===== config.mk =====
export PLATFORM = sky130hd
export DESIGN_NAME = turn_signal_conditioner_flat
export DESIGN_NICKNAME = d
export VERILOG_FILES = /design/src/rtl/turn_signal_conditioner_if.sv /design/src/rtl/turn_signal_conditioner.sv /design/src/flat_wrapper.sv
export SDC_FILE = /design/constraint.sdc
export NUM_CORES = 1
export LEC_CHECK = 0
export CORE_AREA = 2 2 39 41
export CTS_BUF_LIST = sky130_fd_sc_hd__clkbuf_8 sky130_fd_sc_hd__clkbuf_16
export CTS_CLUSTER_SIZE = 8
export DETAILED_ROUTE_END_ITERATION = 8
export DIE_AREA = 0 0 41 43
export GPL_TIMING_DRIVEN = 0
export SYNTH_ARGS = -nofsm -noshare
export SYNTH_HDL_FRONTEND = slang
export SYNTH_SLANG_ARGS = --single-unit

===== constraint.sdc =====
create_clock -name clk -period 1.6 [get_ports clk]
set_input_delay 0.32 -clock clk [delete_from_list [all_inputs] [get_ports clk]]
set_output_delay 0.32 -clock clk [all_outputs]
set_load 0.01 [all_outputs]

===== src/rtl/turn_signal_conditioner_if.sv =====
// Stalk-switch inputs and clean request outputs of the turn-signal conditioner.
// The conditioner takes the slave view; the driver and observer take the master view.
interface turn_signal_conditioner_if;
  logic left_raw;
  logic right_raw;
  logic left;
  logic right;
  logic hazard;
  logic blink_tick;

  modport master (
    output left_raw,
    output right_raw,
    input  left,
    input  right,
    input  hazard,
    input  blink_tick
  );

  modport slave (
    input  left_raw,
    input  right_raw,
    output left,
    output right,
    output hazard,
    output blink_tick
  );
endinterface


===== src/rtl/turn_signal_conditioner.sv =====
// Synchronises and debounces raw turn-stalk switches, arbitrates left/right/hazard
// and generates the blink-rate tick that steps the downstream tail-light pattern.
module turn_signal_conditioner #(
  parameter int SYNC_STAGES     = 2,
  parameter int DEBOUNCE_CYCLES = 4,
  parameter int BLINK_DIV       = 8
) (
  input  logic                    clk,
  input  logic                    reset,
  turn_signal_conditioner_if.slave bus
);

  localparam int DB_W = (DEBOUNCE_CYCLES > 1) ? $clog2(DEBOUNCE_CYCLES) : 1;
  localparam int BL_W = (BLINK_DIV > 1) ? $clog2(BLINK_DIV) : 1;
  localparam logic [DB_W-1:0] DB_LAST = DB_W'(DEBOUNCE_CYCLES - 1);
  localparam logic [BL_W-1:0] BL_LAST = BL_W'(BLINK_DIV - 1);

  typedef enum logic [1:0] {
    IDLE   = 2'd0,
    LEFT   = 2'd1,
    RIGHT  = 2'd2,
    HAZARD = 2'd3
  } state_t;

  // Channel 0 is the left stalk, channel 1 the right stalk.
  logic [1:0] raw;
  logic [1:0] deb;

  assign raw = {bus.right_raw, bus.left_raw};

  for (genvar g = 0; g < 2; g++) begin : g_chan
    logic [SYNC_STAGES-1:0] sync_q;
    logic [DB_W-1:0]        db_cnt;
    logic                   deb_q;
    logic                   synced;

    assign synced = sync_q[SYNC_STAGES-1];

    // NOTE: every clocked register uses <= so all flops sample pre-edge values;
    // a blocking = here would let the synchroniser collapse into a single stage.
    always_ff @(posedge clk or negedge reset) begin
      if (!reset) begin
        sync_q <= '0;
        db_cnt <= '0;
        deb_q  <= 1'b0;
      end else begin
        sync_q <= {sync_q[SYNC_STAGES-2:0], raw[g]};
        if (synced == deb_q) begin
          db_cnt <= '0;
        end else if (db_cnt == DB_LAST) begin
          deb_q  <= synced;
          db_cnt <= '0;
        end else begin
          db_cnt <= db_cnt + DB_W'(1);
        end
      end
    end

    assign deb[g] = deb_q;
  end

  logic dl;
  logic dr;

  assign dl = deb[0];
  assign dr = deb[1];

  state_t state;
  state_t state_next;

  always_ff @(posedge clk or negedge reset) begin
    if (!reset) begin
      state <= IDLE;
    end else begin
      state <= state_next;
    end
  end

  // NOTE: state_next gets its hold value first so every path through the case
  // assigns it; leaving a branch unassigned would infer a latch.
  always_comb begin
    state_next = state;
    case (state)
      IDLE: begin
        if (dl && dr) begin
          state_next = HAZARD;
        end else if (dl) begin
          state_next = LEFT;
        end else if (dr) begin
          state_next = RIGHT;
        end
      end
      LEFT: begin
        if (dr) begin
          state_next = HAZARD;
        end else if (!dl) begin
          state_next = IDLE;
        end
      end
      RIGHT: begin
        if (dl) begin
          state_next = HAZARD;
        end else if (!dr) begin
          state_next = IDLE;
        end
      end
      HAZARD: begin
        if (!dl && !dr) begin
          state_next = IDLE;
        end
      end
      default: state_next = IDLE;
    endcase
  end

  // The blink phase restarts on every state change so the downstream pattern
  // realigns with the newly selected request.
  logic [BL_W-1:0] blink_cnt;

  always_ff @(posedge clk or negedge reset) begin
    if (!reset) begin
      blink_cnt <= '0;
    end else if ((state_next != state) || (state == IDLE)) begin
      blink_cnt <= '0;
    end else if (blink_cnt == BL_LAST) begin
      blink_cnt <= '0;
    end else begin
      blink_cnt <= blink_cnt + BL_W'(1);
    end
  end

  assign bus.left       = (state == LEFT)  || (state == HAZARD);
  assign bus.right      = (state == RIGHT) || (state == HAZARD);
  assign bus.hazard     = (state == HAZARD);
  assign bus.blink_tick = (blink_cnt == BL_LAST) && (state != IDLE);

  a_no_dual_request: assert property (@(posedge clk) disable iff (!reset)
    !(bus.left && bus.right) || bus.hazard);

  a_no_left_right_hop: assert property (@(posedge clk) disable iff (!reset)
    (state == LEFT) |=> (state != RIGHT));

  a_no_right_left_hop: assert property (@(posedge clk) disable iff (!reset)
    (state == RIGHT) |=> (state != LEFT));

endmodule


===== src/flat_wrapper.sv =====
// flat-port wrapper written by rule: the top's interface ports become plain ports
module turn_signal_conditioner_flat 
#(
  parameter int SYNC_STAGES     = 2,
  parameter int DEBOUNCE_CYCLES = 4,
  parameter int BLINK_DIV       = 8
)
  (clk, reset, bus_left_raw, bus_right_raw, bus_left, bus_right, bus_hazard, bus_blink_tick);
  turn_signal_conditioner_if bus_i ();
  input  logic clk;
  input  logic reset;
  input wire logic [$bits(bus_i.left_raw)-1:0] bus_left_raw;
  input wire logic [$bits(bus_i.right_raw)-1:0] bus_right_raw;
  output wire logic [$bits(bus_i.left)-1:0] bus_left;
  output wire logic [$bits(bus_i.right)-1:0] bus_right;
  output wire logic [$bits(bus_i.hazard)-1:0] bus_hazard;
  output wire logic [$bits(bus_i.blink_tick)-1:0] bus_blink_tick;
  assign bus_i.left_raw = bus_left_raw;
  assign bus_i.right_raw = bus_right_raw;
  assign bus_left = bus_i.left;
  assign bus_right = bus_i.right;
  assign bus_hazard = bus_i.hazard;
  assign bus_blink_tick = bus_i.blink_tick;
  turn_signal_conditioner #(.SYNC_STAGES(SYNC_STAGES), .DEBOUNCE_CYCLES(DEBOUNCE_CYCLES), .BLINK_DIV(BLINK_DIV)) u_core (.clk(clk), .reset(reset), .bus(bus_i));
endmodule

**After elaboration in Yosys (flattened, before gate mapping)**

Cells that the tools add are included.

- Register bits: 15
- Bits in latches: 0
- Bits in writable memories: 0
- Memory bits (read-only): 0
- Input bits: 4
- Output and inout port bits: 4
- Logic and storage cells: 49
- Memories kept: 0

- Add/subtract/negate cells: 3
- Multipliers: 0
- Divide/modulo/power cells: 0
- Magnitude comparators: 0
- Equality and inequality tests: 9
- Shifts and indexed selects: 0
- Mux-type cells: 15
- Bitwise operators: 2
- Reductions and logical operators: 12

Operators with widths:

| operator | number |
|---|---|
| 2-to-1 mux 2 bit | 12 |
| == test 2 bit (second input constant) | 4 |
| one-hot mux 2 bit (4 select lines) | 1 |
| 2-to-1 mux 3 bit | 2 |
| adder 2 x 1 -> 2 bit (second input constant) | 2 |
| AND reduction 2 bit | 2 |
| adder 3 x 1 -> 3 bit (second input constant) | 1 |
| == test 3 bit (second input constant) | 1 |
| logical AND 1 bit | 3 |
| logical OR 1 bit | 3 |
| == test 1 bit | 2 |
| == test 2 x 1 -> 1 bit (second input constant) | 1 |
| zero test 1 bit | 2 |
| zero test 2 bit | 1 |
| inequality test 2 bit | 1 |
| NOT 1 bit | 2 |
| nonzero test 2 bit | 1 |

**Logic depth before layout (Yosys ltp)**

- Depth in word-level cells: 7
- Depth in mapped cells: 3
- Depth with buffers taken out: 3

**Worst setup path after synthesis**

No wires, ideal clock.

- Path type: reg2out
- Start: register u_core.blink_cnt[0]
- End: output bus_blink_tick
- Arrival time: 0.885 ns
- Required time: 1.280 ns
- Setup slack: 0.395 ns
- Cell stages (with the launch flop): 4
- Buffers on the path: 0
- Path through: dfrtp_1 > ha_1 > ha_1 > o21a_1

- Cells in the longest elaborated chain, start to end: 2

Ends and longest elaborated chain:

| what | line | text |
|---|---|---|
| from (decl) | turn_signal_conditioner.sv:118 | `logic [BL_W-1:0] blink_cnt;` |
| from (signal assigned) | turn_signal_conditioner.sv:128 | `blink_cnt <= blink_cnt + BL_W'(1);` |
| == test 3 bit | turn_signal_conditioner.sv:135 | `assign bus.blink_tick = (blink_cnt == BL_LAST) && (state != IDLE);` |
| logical AND 1 bit | turn_signal_conditioner.sv:135 |  |
| to (decl) | flat_wrapper.sv:17 | `output wire logic [$bits(bus_i.blink_tick)-1:0] bus_blink_tick;` |

Every way passes these cells.

**Worst setup path after layout**

Ends and elaborated chain as after synthesis.

==> flow_metrics.env <==
export IMPL_routed_wl_um=845
export IMPL_vias=329
export IMPL_rrSetupSlack_ns=0.44
export IMPL_power_leakage_nw=0.364
export IMPL_intPower_mw=0.943
export IMPL_ioPinCount=8
export IMPL_area_delta_synth_final_pct=30.5
export IMPL_criticalPathCategory="reg -> out"
export IMPL_numCtsBuffers=3
export IMPL_first_pass_iters=1
export IMPL_synth_top_area_frac=0.659
export IMPL_syn_area_per_cell_sq_um=15.0
export IMPL_drc_errors=0
export IMPL_switching_share=0.296
export IMPL_worst_pin_slew_ns=0.646
export IMPL_synth_seq_cells=15
export IMPL_dieArea_sq_mm=0.00176
export IMPL_synth_nets=46
export IMPL_rsz0062_at_grt="false"
export IMPL_skew_ns=0.00114
export IMPL_power_mw=1.34
export IMPL_synth_area_sq_um=569
export IMPL_synthMuxAreaShare=0.0571
export IMPL_antenna_found_initial=0
export IMPL_layout_drive_gt1_share=0.212
export IMPL_crit_path_end_kind="primary output"
export IMPL_grt_max_degree=16
export IMPL_worstPathRequired_ns=1.28
export IMPL_cp_data_arrival_time_ns=1.24
export IMPL_place_area_sq_um=659
export IMPL_track_usage=0.128
export IMPL_ir_worst_vdd_uv=780
export IMPL_clockBufferDepth=2
export IMPL_hold_slack_ns=0.348
export IMPL_cts_tree="done"
export IMPL_clock_sinks=15
export IMPL_first_iter_violations=0
export IMPL_switching_power_mw=0.397
export IMPL_fin_util=0.537
export IMPL_place_gp_congestion=0.614
export IMPL_overflow=0
export IMPL_dp_cells=61
export IMPL_slew_limit_headroom=0.568
export IMPL_fin_area_sq_um=743
export IMPL_root_buffer="clkbuf_8"
export IMPL_clk_pin_slew_ns=0.06
export IMPL_grt_pass1_vias=353
export IMPL_postSynthCellCount=38
export IMPL_status="complete, no violations"
export IMPL_synth_simple_area_share=0.112
export IMPL_layout_min_cycle_time_ns=1.56
export IMPL_drv_cap=0
export IMPL_die_w_um=41
export IMPL_synth_compound_area_frac=0.0396
export IMPL_yosysSeqAreaShare=0.659
export IMPL_synth_xor_area_frac=0.0308
export IMPL_hp_class="reg -> reg"
export IMPL_row_count=14
export IMPL_worstPathMaxFanout=2
export IMPL_final_nets=61
export IMPL_finalCritPeriodShare=0.972
export IMPL_yosysUniqueCellTypes=14
export IMPL_ys_warn_count=0
export IMPL_synth_top_family_by_area="simple AND/OR/NAND/NOR gates"
export IMPL_synth_fa_ha_area_frac=0.0879
export IMPL_wl_per_cell_um=12.4
export IMPL_start_kind="flip-flop"
export IMPL_layout_common_cells="dfrtp_1, clkdlybuf4s50_1, clkbuf_8, buf_4"
export IMPL_seqPwrFrac=0.445
export IMPL_synthTopCellsByArea="dfrtp_1, ha_1, mux2_1, xnor2_1, a21o_1"
export IMPL_slew_viol_final=0
export IMPL_fin_cells=68
export IMPL_hpwl_um=636
export IMPL_cts_max_level=1
export IMPL_start_util=0.411
export IMPL_diodes=0
export IMPL_avgViaCountPerCell=4.84
export IMPL_p_comb_frac=0.339
export IMPL_power_density_mw_per_mm2=1800
export IMPL_postRouteAntennaNets=0
export IMPL_timing_final_hold_violations=0
export IMPL_grt_pass1_wl_um=1460
export IMPL_ctsHoldBuffers=0
export IMPL_worst_skew_pair_late_latency_ns=0.24
export IMPL_core_area_sq_mm=0.00138
export IMPL_pwr_share_clk=0.216
export IMPL_setup_viol=0
export IMPL_synth_top_area_cell="dfrtp_1"
export IMPL_fp_dieH_um=43
export IMPL_final_common_cell="dfrtp_1"
export IMPL_numPortBuffers=7
export IMPL_fmax_mhz=643
per-layer routing:
layer	routed length (um)	vias to the layer above	GRT usage	part of all wire
li1	-	157	-	-
met1	303	163	0.140	0.36
met2	501	7	0.225	0.59
met3	37	2	0.0157	0.044
met4	4	0	0.0600	0.0047
met5	0	-	0	0
flip-flops by register name, summed over array words and instances (netlist names):
register              cells
u_core.g_chan.db_cnt      4
u_core.dr                 1
u_core.blink_cnt          3
u_core.dl                 1
u_core.g_chan.sync_q      4
u_core.state              2
kinds of logic (layout without fill, tap and decap cells):
logic type      Yosys count  count (layout)
mux                       3               3
fa+ha+maj                 4               4
compound gates            3               3
flops                    15              15
buf+inv                   2              16
simple gates              9               9
xor+xnor                  2               2
area by class of cell:
cell class,count,area [sq um]
clock inverter,1,5.00
sequential,15,375
tap,16,20.0
buffer,2,7.51
multi-input combinational,21,201
fill,124,641
clock buffer,3,41.3
timing repair buffer,10,92.6
through the flow:
stage,setup TNS [ns],setup WS [ns]
global placement,-0.0623,-0.0623
finish,0,0.0441
floorplan,0,0.395
global route,0,0.00297
detailed placement,-0.114,-0.114
CTS,0,0.0234
synth_stat cells:
cell type and n:
dfrtp_1 15, ha_1 4, a21o_1 2, clkbuf_1 2, mux2_1 2, nor2b_1 2
nor3_1 2, nor3b_1 2, xnor2_1 2, and2_1 1, and2b_1 1, mux2i_1 1
nor4_2 1, o21a_1 1
power groups by stage:
stage	combinational [mW]	clock (mW)	sequential [mW]
6_report	0.454	0.289	0.596
3_3_place_gp	0.360	0	0.602
3_5_place_dp	0.399	0	0.615
4_1_cts	0.469	0.297	0.596
5_1_grt	0.509	0.321	0.611
2_1_floorplan	0.255	0	0.584
critical path: stages (launching register included):
cell     delay [ns]
dfrtp_1        0.40
ha_2           0.21
ha_4           0.16
o21a_1         0.09
buf_2          0.13
timing repair:
| item | in CTS | in global routing |
|---|---|---|
| pin swaps | 1 | 1 |
| resized for setup | 6 | 3 |
| buffers inserted | 3 | 0 |
| setup endpoints to repair | 2 | 3 |
worst paths after layout:
| check | endpoint | from | depth (start not counted) |
|---|---|---|---|
| setup / recovery | bus_blink_tick | u_core.blink_cnt[0] | 4 |
| hold / removal | u_core.g_chan[1].sync_q[1] | u_core.g_chan[1].sync_q[0] | 0 |
| setup reg to reg | u_core.blink_cnt[0] | u_core.blink_cnt[0] | 3 |
| hold reg to reg | u_core.g_chan[1].sync_q[1] | u_core.g_chan[1].sync_q[0] | 0 |
| max in group asynchronous | u_core.g_chan[0].db_cnt[0] | reset | 1 |
| min in group asynchronous | u_core.dr | reset | 1 |
(Power assumes the default switching activity.)
